==> src/rtl/icache_assoc.sv <==
// Set-associative instruction cache with multi-word blocks, LRU replacement and flush.
// Misses fetch a whole block sequentially from the memory controller before the line turns valid.
module icache_assoc #(
  parameter int unsigned SETS        = 8,
  parameter int unsigned WAYS        = 2,
  parameter int unsigned BLOCK_WORDS = 2,
  parameter int unsigned CPUID       = 0
) (
  input  logic        CLK,
  input  logic        nRST,
  input  logic        imemREN,
  input  logic [31:0] imemaddr,
  input  logic        iflush,
  output logic        ihit,
  output logic [31:0] imemload,
  input  logic        iwait,
  input  logic [31:0] iload,
  output logic        iREN,
  output logic [31:0] iaddr
);

  localparam int unsigned WB    = $clog2(BLOCK_WORDS);
  localparam int unsigned IB    = $clog2(SETS);
  localparam int unsigned TBITS = 30 - WB - IB;
  localparam int unsigned OW    = (WB > 0) ? WB : 1;

  typedef enum logic {StIdle, StFill} state_e;

  state_e             state_q, state_d;
  logic [OW-1:0]      cnt_q, cnt_d;
  logic [TBITS-1:0]   ftag_q, ftag_d;
  logic [IB-1:0]      fidx_q, fidx_d;
  logic               vic_q, vic_d;

  logic               valid_q [WAYS][SETS];
  logic               lru_q   [SETS];
  logic [TBITS-1:0]   tag_q   [WAYS][SETS];
  logic [31:0]        data_q  [WAYS][SETS][BLOCK_WORDS];

  logic [31:0]        word_addr;
  logic [OW-1:0]      off;
  logic [IB-1:0]      idx;
  logic [TBITS-1:0]   tag;
  logic               hit_any, hit_way, victim;
  logic               fill_we, fill_done;

  // Byte-offset bits and the core id carry no function.
  logic unused_bits;
  assign unused_bits = ^{imemaddr[1:0], 32'(CPUID)};

  assign word_addr = {2'b00, imemaddr[31:2]};
  assign off       = OW'(word_addr & (BLOCK_WORDS - 1));
  assign idx       = IB'(word_addr >> WB);
  assign tag       = TBITS'(word_addr >> (WB + IB));

  always_comb begin
    hit_any = 1'b0;
    hit_way = 1'b0;
    for (int w = 0; w < WAYS; w++) begin
      if (valid_q[w][idx] && (tag_q[w][idx] == tag)) begin
        hit_any = 1'b1;
        hit_way = 1'(w);
      end
    end
  end

  assign ihit     = imemREN && hit_any && (state_q == StIdle);
  assign imemload = hit_any ? data_q[hit_way][idx][off] : 32'h0;

  // Prefer the lowest invalid way; only a full set consults LRU.
  always_comb begin
    if (WAYS == 1)                      victim = 1'b0;
    else if (!valid_q[0][idx])          victim = 1'b0;
    else if (!valid_q[WAYS-1][idx])     victim = 1'(WAYS - 1);
    else                                victim = lru_q[idx];
  end

  always_comb begin
    state_d   = state_q;
    cnt_d     = cnt_q;
    ftag_d    = ftag_q;
    fidx_d    = fidx_q;
    vic_d     = vic_q;
    fill_we   = 1'b0;
    fill_done = 1'b0;
    iREN      = 1'b0;
    iaddr     = 32'h0;
    unique case (state_q)
      StIdle: begin
        if (imemREN && !hit_any && !iflush) begin
          state_d = StFill;
          ftag_d  = tag;
          fidx_d  = idx;
          cnt_d   = '0;
          vic_d   = victim;
        end
      end
      StFill: begin
        iREN  = 1'b1;
        iaddr = (32'(ftag_q) << (2 + WB + IB)) | (32'(fidx_q) << (2 + WB)) | (32'(cnt_q) << 2);
        if (iflush) begin
          state_d = StIdle;
          cnt_d   = '0;
        end else if (!iwait) begin
          fill_we = 1'b1;
          cnt_d   = cnt_q + OW'(1);
          if (32'(cnt_q) == BLOCK_WORDS - 1) begin
            fill_done = 1'b1;
            state_d   = StIdle;
          end
        end
      end
      default: state_d = StIdle;
    endcase
  end

  always_ff @(posedge CLK) begin
    if (!nRST) begin
      state_q <= StIdle;
      cnt_q   <= '0;
      ftag_q  <= '0;
      fidx_q  <= '0;
      vic_q   <= 1'b0;
    end else begin
      state_q <= state_d;
      cnt_q   <= cnt_d;
      ftag_q  <= ftag_d;
      fidx_q  <= fidx_d;
      vic_q   <= vic_d;
    end
  end

  // Flush outranks both hit-driven LRU updates and fill completion.
  always_ff @(posedge CLK) begin
    if (!nRST || iflush) begin
      for (int s = 0; s < SETS; s++) begin
        lru_q[s] <= 1'b0;
        for (int w = 0; w < WAYS; w++) valid_q[w][s] <= 1'b0;
      end
    end else begin
      if (ihit) lru_q[idx] <= ~hit_way;
      if (fill_done) begin
        valid_q[vic_q][fidx_q] <= 1'b1;
        lru_q[fidx_q]          <= ~vic_q;
      end
    end
  end

  always_ff @(posedge CLK) begin
    if (fill_we && nRST) data_q[vic_q][fidx_q][cnt_q] <= iload;
    if (fill_done && nRST) tag_q[vic_q][fidx_q] <= ftag_q;
  end

endmodule

==> config.mk <==
export PLATFORM = sky130hd
export DESIGN_NAME = icache_assoc
export DESIGN_NICKNAME = d
export VERILOG_FILES = /design/src/rtl/icache_assoc.sv
export SDC_FILE = /design/constraint.sdc
export NUM_CORES = 1
export LEC_CHECK = 0
export ABC_AREA = 1
export BUFFER_PORTS_ARGS = -buffer_cell sky130_fd_sc_hd__clkbuf_2
export CAP_MARGIN = 15
export CELL_PAD_IN_SITES_DETAIL_PLACEMENT = 0
export CELL_PAD_IN_SITES_GLOBAL_PLACEMENT = 2
export CORE_ASPECT_RATIO = 0.5
export CORE_MARGIN = 2
export CORE_UTILIZATION = 43
export DETAILED_ROUTE_END_ITERATION = 6
export GPL_ROUTABILITY_DRIVEN = 0
export PLACE_DENSITY_LB_ADDON = 0.3
export REMOVE_ABC_BUFFERS = 1
export SYNTH_ARGS = -nofsm -noshare
export SYNTH_HDL_FRONTEND = slang
export SYNTH_SLANG_ARGS = --single-unit
export TNS_END_PERCENT = 30
==> constraint.sdc <==
create_clock -name CLK -period 5.2 [get_ports CLK]
set_clock_uncertainty 0.2 [all_clocks]
set_input_delay 0.52 -clock CLK [delete_from_list [all_inputs] [get_ports CLK]]
set_output_delay 0.52 -clock CLK [all_outputs]
set_load 0.03 [all_outputs]
Yosys cells after proc, flatten, opt, wreduce, memory -nomap -nowiden
Memory sizes are Yosys's and may differ from the RTL's.
Cells that the tools add are included.
{ "word_totals": {"mem_count": 4, "regBits": 32, "ram_bits": 1464, "in_bits": 69, "output_inout_bits": 66, "latchBits": 0, "rom_bits": 0, "word_cells": 120} }
{ "memory_table": {"columns": ["name", "words", "width", "rd", "rd_clocked_by_memory_dff", "wr", "line", "text"], "rows": [
  ["data_q", 2, 512, 1, 0, 1, "38", "logic [31:0] data_q [WAYS][SETS][BLOCK_WORDS];"],
  ["tag_q", 2, 208, 2, 0, 1, "37", "logic [TBITS-1:0] tag_q [WAYS][SETS];"],
  ["valid_q", 2, 8, 2, 0, 2, "35", "logic valid_q [WAYS][SETS];"],
  ["lru_q", 8, 1, 1, 0, 8, "36", "logic lru_q [SETS];"]
]} }
{ "classes": {"order_cmp": 6, "mul": 0, "n_mux": 72, "reduce_logical": 19, "eq_ne": 4, "bitwise_logic": 9, "n_addsub": 1, "div": 0, "shift": 0} }
{ "op_table": {"columns": ["op", "count"], "rows": [
  ["two-way mux 512 bit", 1],
  ["two-way mux 208 bit", 1],
  ["binary-select mux 64 bit (select 3 bit)", 1],
  ["demux 64 bit (select 3 bit)", 1],
  ["two-way mux 32 bit", 6],
  ["two-way mux 64 bit", 3],
  ["binary-select mux 26 bit (select 3 bit)", 2],
  ["two-way mux 26 bit", 5],
  ["demux 26 bit (select 3 bit)", 1],
  ["equality test 26 bit", 2],
  ["two-way mux 1 bit", 40],
  ["demux 32 bit (select 1 bit)", 1],
  ["bitwise OR 32 x 3 -> 32 bit", 1],
  ["bitwise OR 32 x 6 -> 32 bit", 1],
  ["two-way mux 8 bit", 3],
  ["logical AND 1 bit", 10],
  ["greater-or-equal comparator 4 bit (second input constant)", 2],
  ["NOT 3 -> 4 bit", 2],
  ["OR reduction 8 bit", 1],
  ["binary-select mux 1 bit (select 3 bit)", 2],
  ["two-way mux 3 bit", 2],
  ["greater-or-equal comparator 2 bit (second input constant)", 2],
  ["< comparator 4 x 1 -> 1 bit (second input constant)", 1],
  ["NOT 1 -> 2 bit", 2],
  ["11 further kinds", 18]
]} }

Longest topological paths before layout
{ "depth": {"depth_word": 16, "mapped_depth": 26, "mapped_depth_nobuf": 23} }

Least setup slack after synthesis
OpenSTA, ideal clock, no wires.
{ "synth_path": {"kind": "input to register", "start": "input nRST", "end": "memory data_q[0][0] in the netlist's numbering (enable)", "arrival_time_ps": 3559, "cell_stages": 11, "setup_slack_ps": 1020, "required_time_ps": 4579, "setup_ps": 421, "path_buffers": 1, "cell_sequence": "inv_1 nor2_1 clkinv_1 nor3_1 inv_1 nor2_1 inv_1 nor2_1 inv_1 clkbuf_1 nor2_1"} }
{ "synth_via": {"elab_chain_cells": 3} }
{ "synth_rtl": {"columns": ["item", "line", "text"], "rows": [
  ["from (decl)", "10", "input logic nRST,"],
  ["logical AND 1 bit", "150", "if (fill_we && nRST) data_q[vic_q][fidx_q][cnt_q] <= iload;"],
  ["two-way mux 1 bit", "150", null],
  ["two-way mux 512 bit (not written as such)", "150", null],
  ["to (decl)", "38", null]
]} }
No other way between the ends.

==> results.sh <==
export IMPL_synth_edf_count=1448
export IMPL_die_h_um=273
export IMPL_worstPathRequired_ps=4480
export IMPL_slew_headroom_pct=17.0
export IMPL_die_x_um=543
export IMPL_grt_usage_pct=25.3
export IMPL_worstMarginPinSlew_ps=1250
export IMPL_hp_class="in -> reg"
export IMPL_post_cts_buffers=0
export IMPL_rr_worst_depth=15
export IMPL_grtUsageMet2_pct=40.8
export IMPL_endpoint_kind="output pin"
export IMPL_cts_made_buffers=148
export IMPL_critPathMaxFanout=107
export IMPL_crit_type="reg -> out"
export IMPL_fp_coreArea_mm2=0.143
export IMPL_cts_tree="built"
export IMPL_arrival_ps=4190
export IMPL_synth_area_mm2=0.0624
export IMPL_finalCriticalPeriod_ps=4910
export IMPL_clockBufferDepth=4
export IMPL_clk_pin_slew_ps=70
export IMPL_ir_drop_uv=225
export IMPL_synthMostInstantiatedCell="nand3_1"
export IMPL_ant_nets=0
export IMPL_worstSetupStartpointType="flip-flop"
export IMPL_dr_total_vias=43500
export IMPL_fillers=12600
export IMPL_nets=5659
export IMPL_syn2layout_area_growth_pct=13.4
export IMPL_p_leak_nw=25.5
export IMPL_use_met3_pct=3.49
export IMPL_maxCapViolCount=0
export IMPL_firstDrtPassIters=5
export IMPL_status="complete, no violations"
export IMPL_placementRows=98
export IMPL_grt_pass1_vias=41200
export IMPL_total_power_w=0.0244
export IMPL_first_iter_violations=4462
export IMPL_cts_max_level=4
export IMPL_drc=0
export IMPL_hp_start="iload[1]"
export IMPL_power_per_cell_area_mw_per_mm2=345
export IMPL_synthCells=5478
export IMPL_dpl_cell_area_mm2=0.0661
export IMPL_max_freq_mhz=204
export IMPL_start_util_pct=43.5
export IMPL_yosysTopAreaCellShare_pct=69.7
export IMPL_root_buffer="clkbuf_16"
export IMPL_timing_final_crit_share_pct=94.5
export IMPL_min_to="data_q[0][225]"
export IMPL_synth_common_cells="1564 x nand3_1, 1448 x edfxtp_1, 1145 x nand2_1"
export IMPL_synth_top_cell_by_area="edfxtp_1"
export IMPL_yosysWarnings=0
export IMPL_synthTopCellsByArea="edfxtp_1 70%, nand3_1 13%, nand2_1 6.9%, nor2_1 1.9%, buf_2 1.6%"
export IMPL_clock_latency_ps=780
export IMPL_wire_per_inst_um=25.1
export IMPL_design_area_mm2=0.0707
export IMPL_port_buffer_count=130
export IMPL_die_area_mm2=0.148
export IMPL_io_pins=135
export IMPL_synthDistinctLibCells=38
export IMPL_grt_ovfl_total=0
export IMPL_viasPerCell=5.73
export IMPL_busiest_layer="met2"
export IMPL_hold_viol_final=0
export IMPL_grt_max_degree=163
export IMPL_wirelength_mm=190
export IMPL_grtUsageMet1_pct=36.1
export IMPL_setup_violations=0
export IMPL_dpl_hpwl_mm=101
export IMPL_reg2reg_slack_ps=1540
export IMPL_numClockSinks=1496
export IMPL_diodes=0
export IMPL_fin_tns_setup_ps=0
export IMPL_grt_setup_unrepaired="no"
export IMPL_slew_violations=0
export IMPL_antenna_found_initial=3
export IMPL_synth_ff_type="edfxtp_1"
export IMPL_synthArstFlopShare_pct=0
export IMPL_grt_pass1_wl_mm=277
export IMPL_r2r_end="cnt_q"
export IMPL_reg2reg_from="tag_q[1][143]"
export IMPL_syn_mean_instance_area_um2=11.4
export IMPL_final_layout_size_suffix_gt1_share_pct=9.81
export IMPL_ys_seq_area_share_pct=71.2
export IMPL_ys_ff_latch=1496
export IMPL_hold_path_cell_count=1
## through the flow
stage                     setup WS (ps)  utilization, %  hold WS (ps)  std cells
after CTS                           126            49.3          96.6       7590
final                               288            49.3           132       7590
after detailed placement            179            46.1           240       7310
after global placement              138            46.1           233       7310
after floorplan                  -13820               -           223       5099
after global routing               8.87            49.3           138       7590
## cells in the final DEF (no fill, tap or decap), types with 17 or more instances in the layout
cell type      count
nand3_1         1563
edfxtp_1        1448
nand2_1         1144
nor2_1           259
inv_1            234
o21ai_0          154
clkbuf_16        150
clkbuf_2         126
buf_4            126
buf_12            54
nor2_4            50
a21oi_1           48
dfxtp_1           47
clkbuf_1          41
o22ai_1           38
dlygate4sd3_1     30
clkinv_1          28
nand4_1           19
clkinv_2          17
## state kept, by name, summed over array words and instances (netlist names)
signal and flops:
tag_q 416, lru_q 8, cnt_q 1, data_q 1024
valid_q 16, vic_q 1, state_q 1, fidx_q 3
ftag_q 26
## cell families (layout without fill, tap and decap cells)
group                  Yosys count  after routing  share of synthesized area, %
flip-flops                    1496           1496                          71.2
AND/OR/NAND/NOR               3064           3064                          21.8
buffers and inverters          621            832                          4.30
XOR/XNOR                         8              8                         0.112
multiplexers                     2              2                        0.0321
AO/OA/AOI/OAI                  286            286                          2.53
other                            1              2                       0.00601
## layer usage
| layer | vias to the layer above | wire length, um |
|---|---|---|
| met5 | - | 14 |
| met4 | 2 | 4580 |
| met3 | 296 | 13000 |
| met2 | 1648 | 89300 |
| met1 | 21800 | 83400 |
| li1 | 19700 | - |
## how the worst max path moves through the flow
stage                       start            to
global route          imemaddr[3]  imemload[27]
detailed placement    imemaddr[3]  imemload[29]
finish              tag_q[1][139]   imemload[9]
CTS                   imemaddr[3]  imemload[14]
floorplan             imemaddr[3]  imemload[30]
global placement      imemaddr[3]   imemload[6]
## worst max-delay path: stages (launching register included)
cell	delay, ps
edfxtp_1	370
inv_1	70
nand2_1	50
nand3_1	80
nand3_1	130
nand3_1	270
nand2_1	90
inv_1	60
nand2_1	40
nor2_1	80
nand2_1	100
nor2_4	220
buf_12	220
nand2_8	140
buf_12	210
nand2_1	150
nand3_1	80
nand3_1	130
nand3_1	120
nand2_1	130
nand2_1	60
nand2_1	180
nor2_1	60
clkbuf_2	180
## layout make-up
| type | instances | area [um2] | share of cell area [%] |
|---|---|---|---|
| clock inverters | 56 | 367 | 0.518 |
| multi-input cells | 3362 | 15700 | 22.1 |
| clock buffers | 194 | 3950 | 5.58 |
| repair buffers | 341 | 3010 | 4.26 |
| inverters | 241 | 933 | 1.32 |
| flip-flops and latches | 1496 | 44400 | 62.8 |
| well taps | 1900 | 2380 | 3.36 |
## power by group
part | total (W) | leakage, nW | internal [W] | switching, W
Clock | 0.0100 | 2.10 | 0.00549 | 0.00452
Combinational | 0.00114 | 10.3 | 0.000303 | 0.000834
Sequential | 0.0133 | 13.1 | 0.0132 | 0.0000490
## timing repair
| action | in CTS | in global routing |
|---|---|---|
| hold endpoints to repair | 31 | 0 |
| endpoints found under the setup margin | 0 | 31 |
| hold buffers | 30 | 0 |
| resized for setup | 0 | 4 |
(Power assumes the default switching activity.)
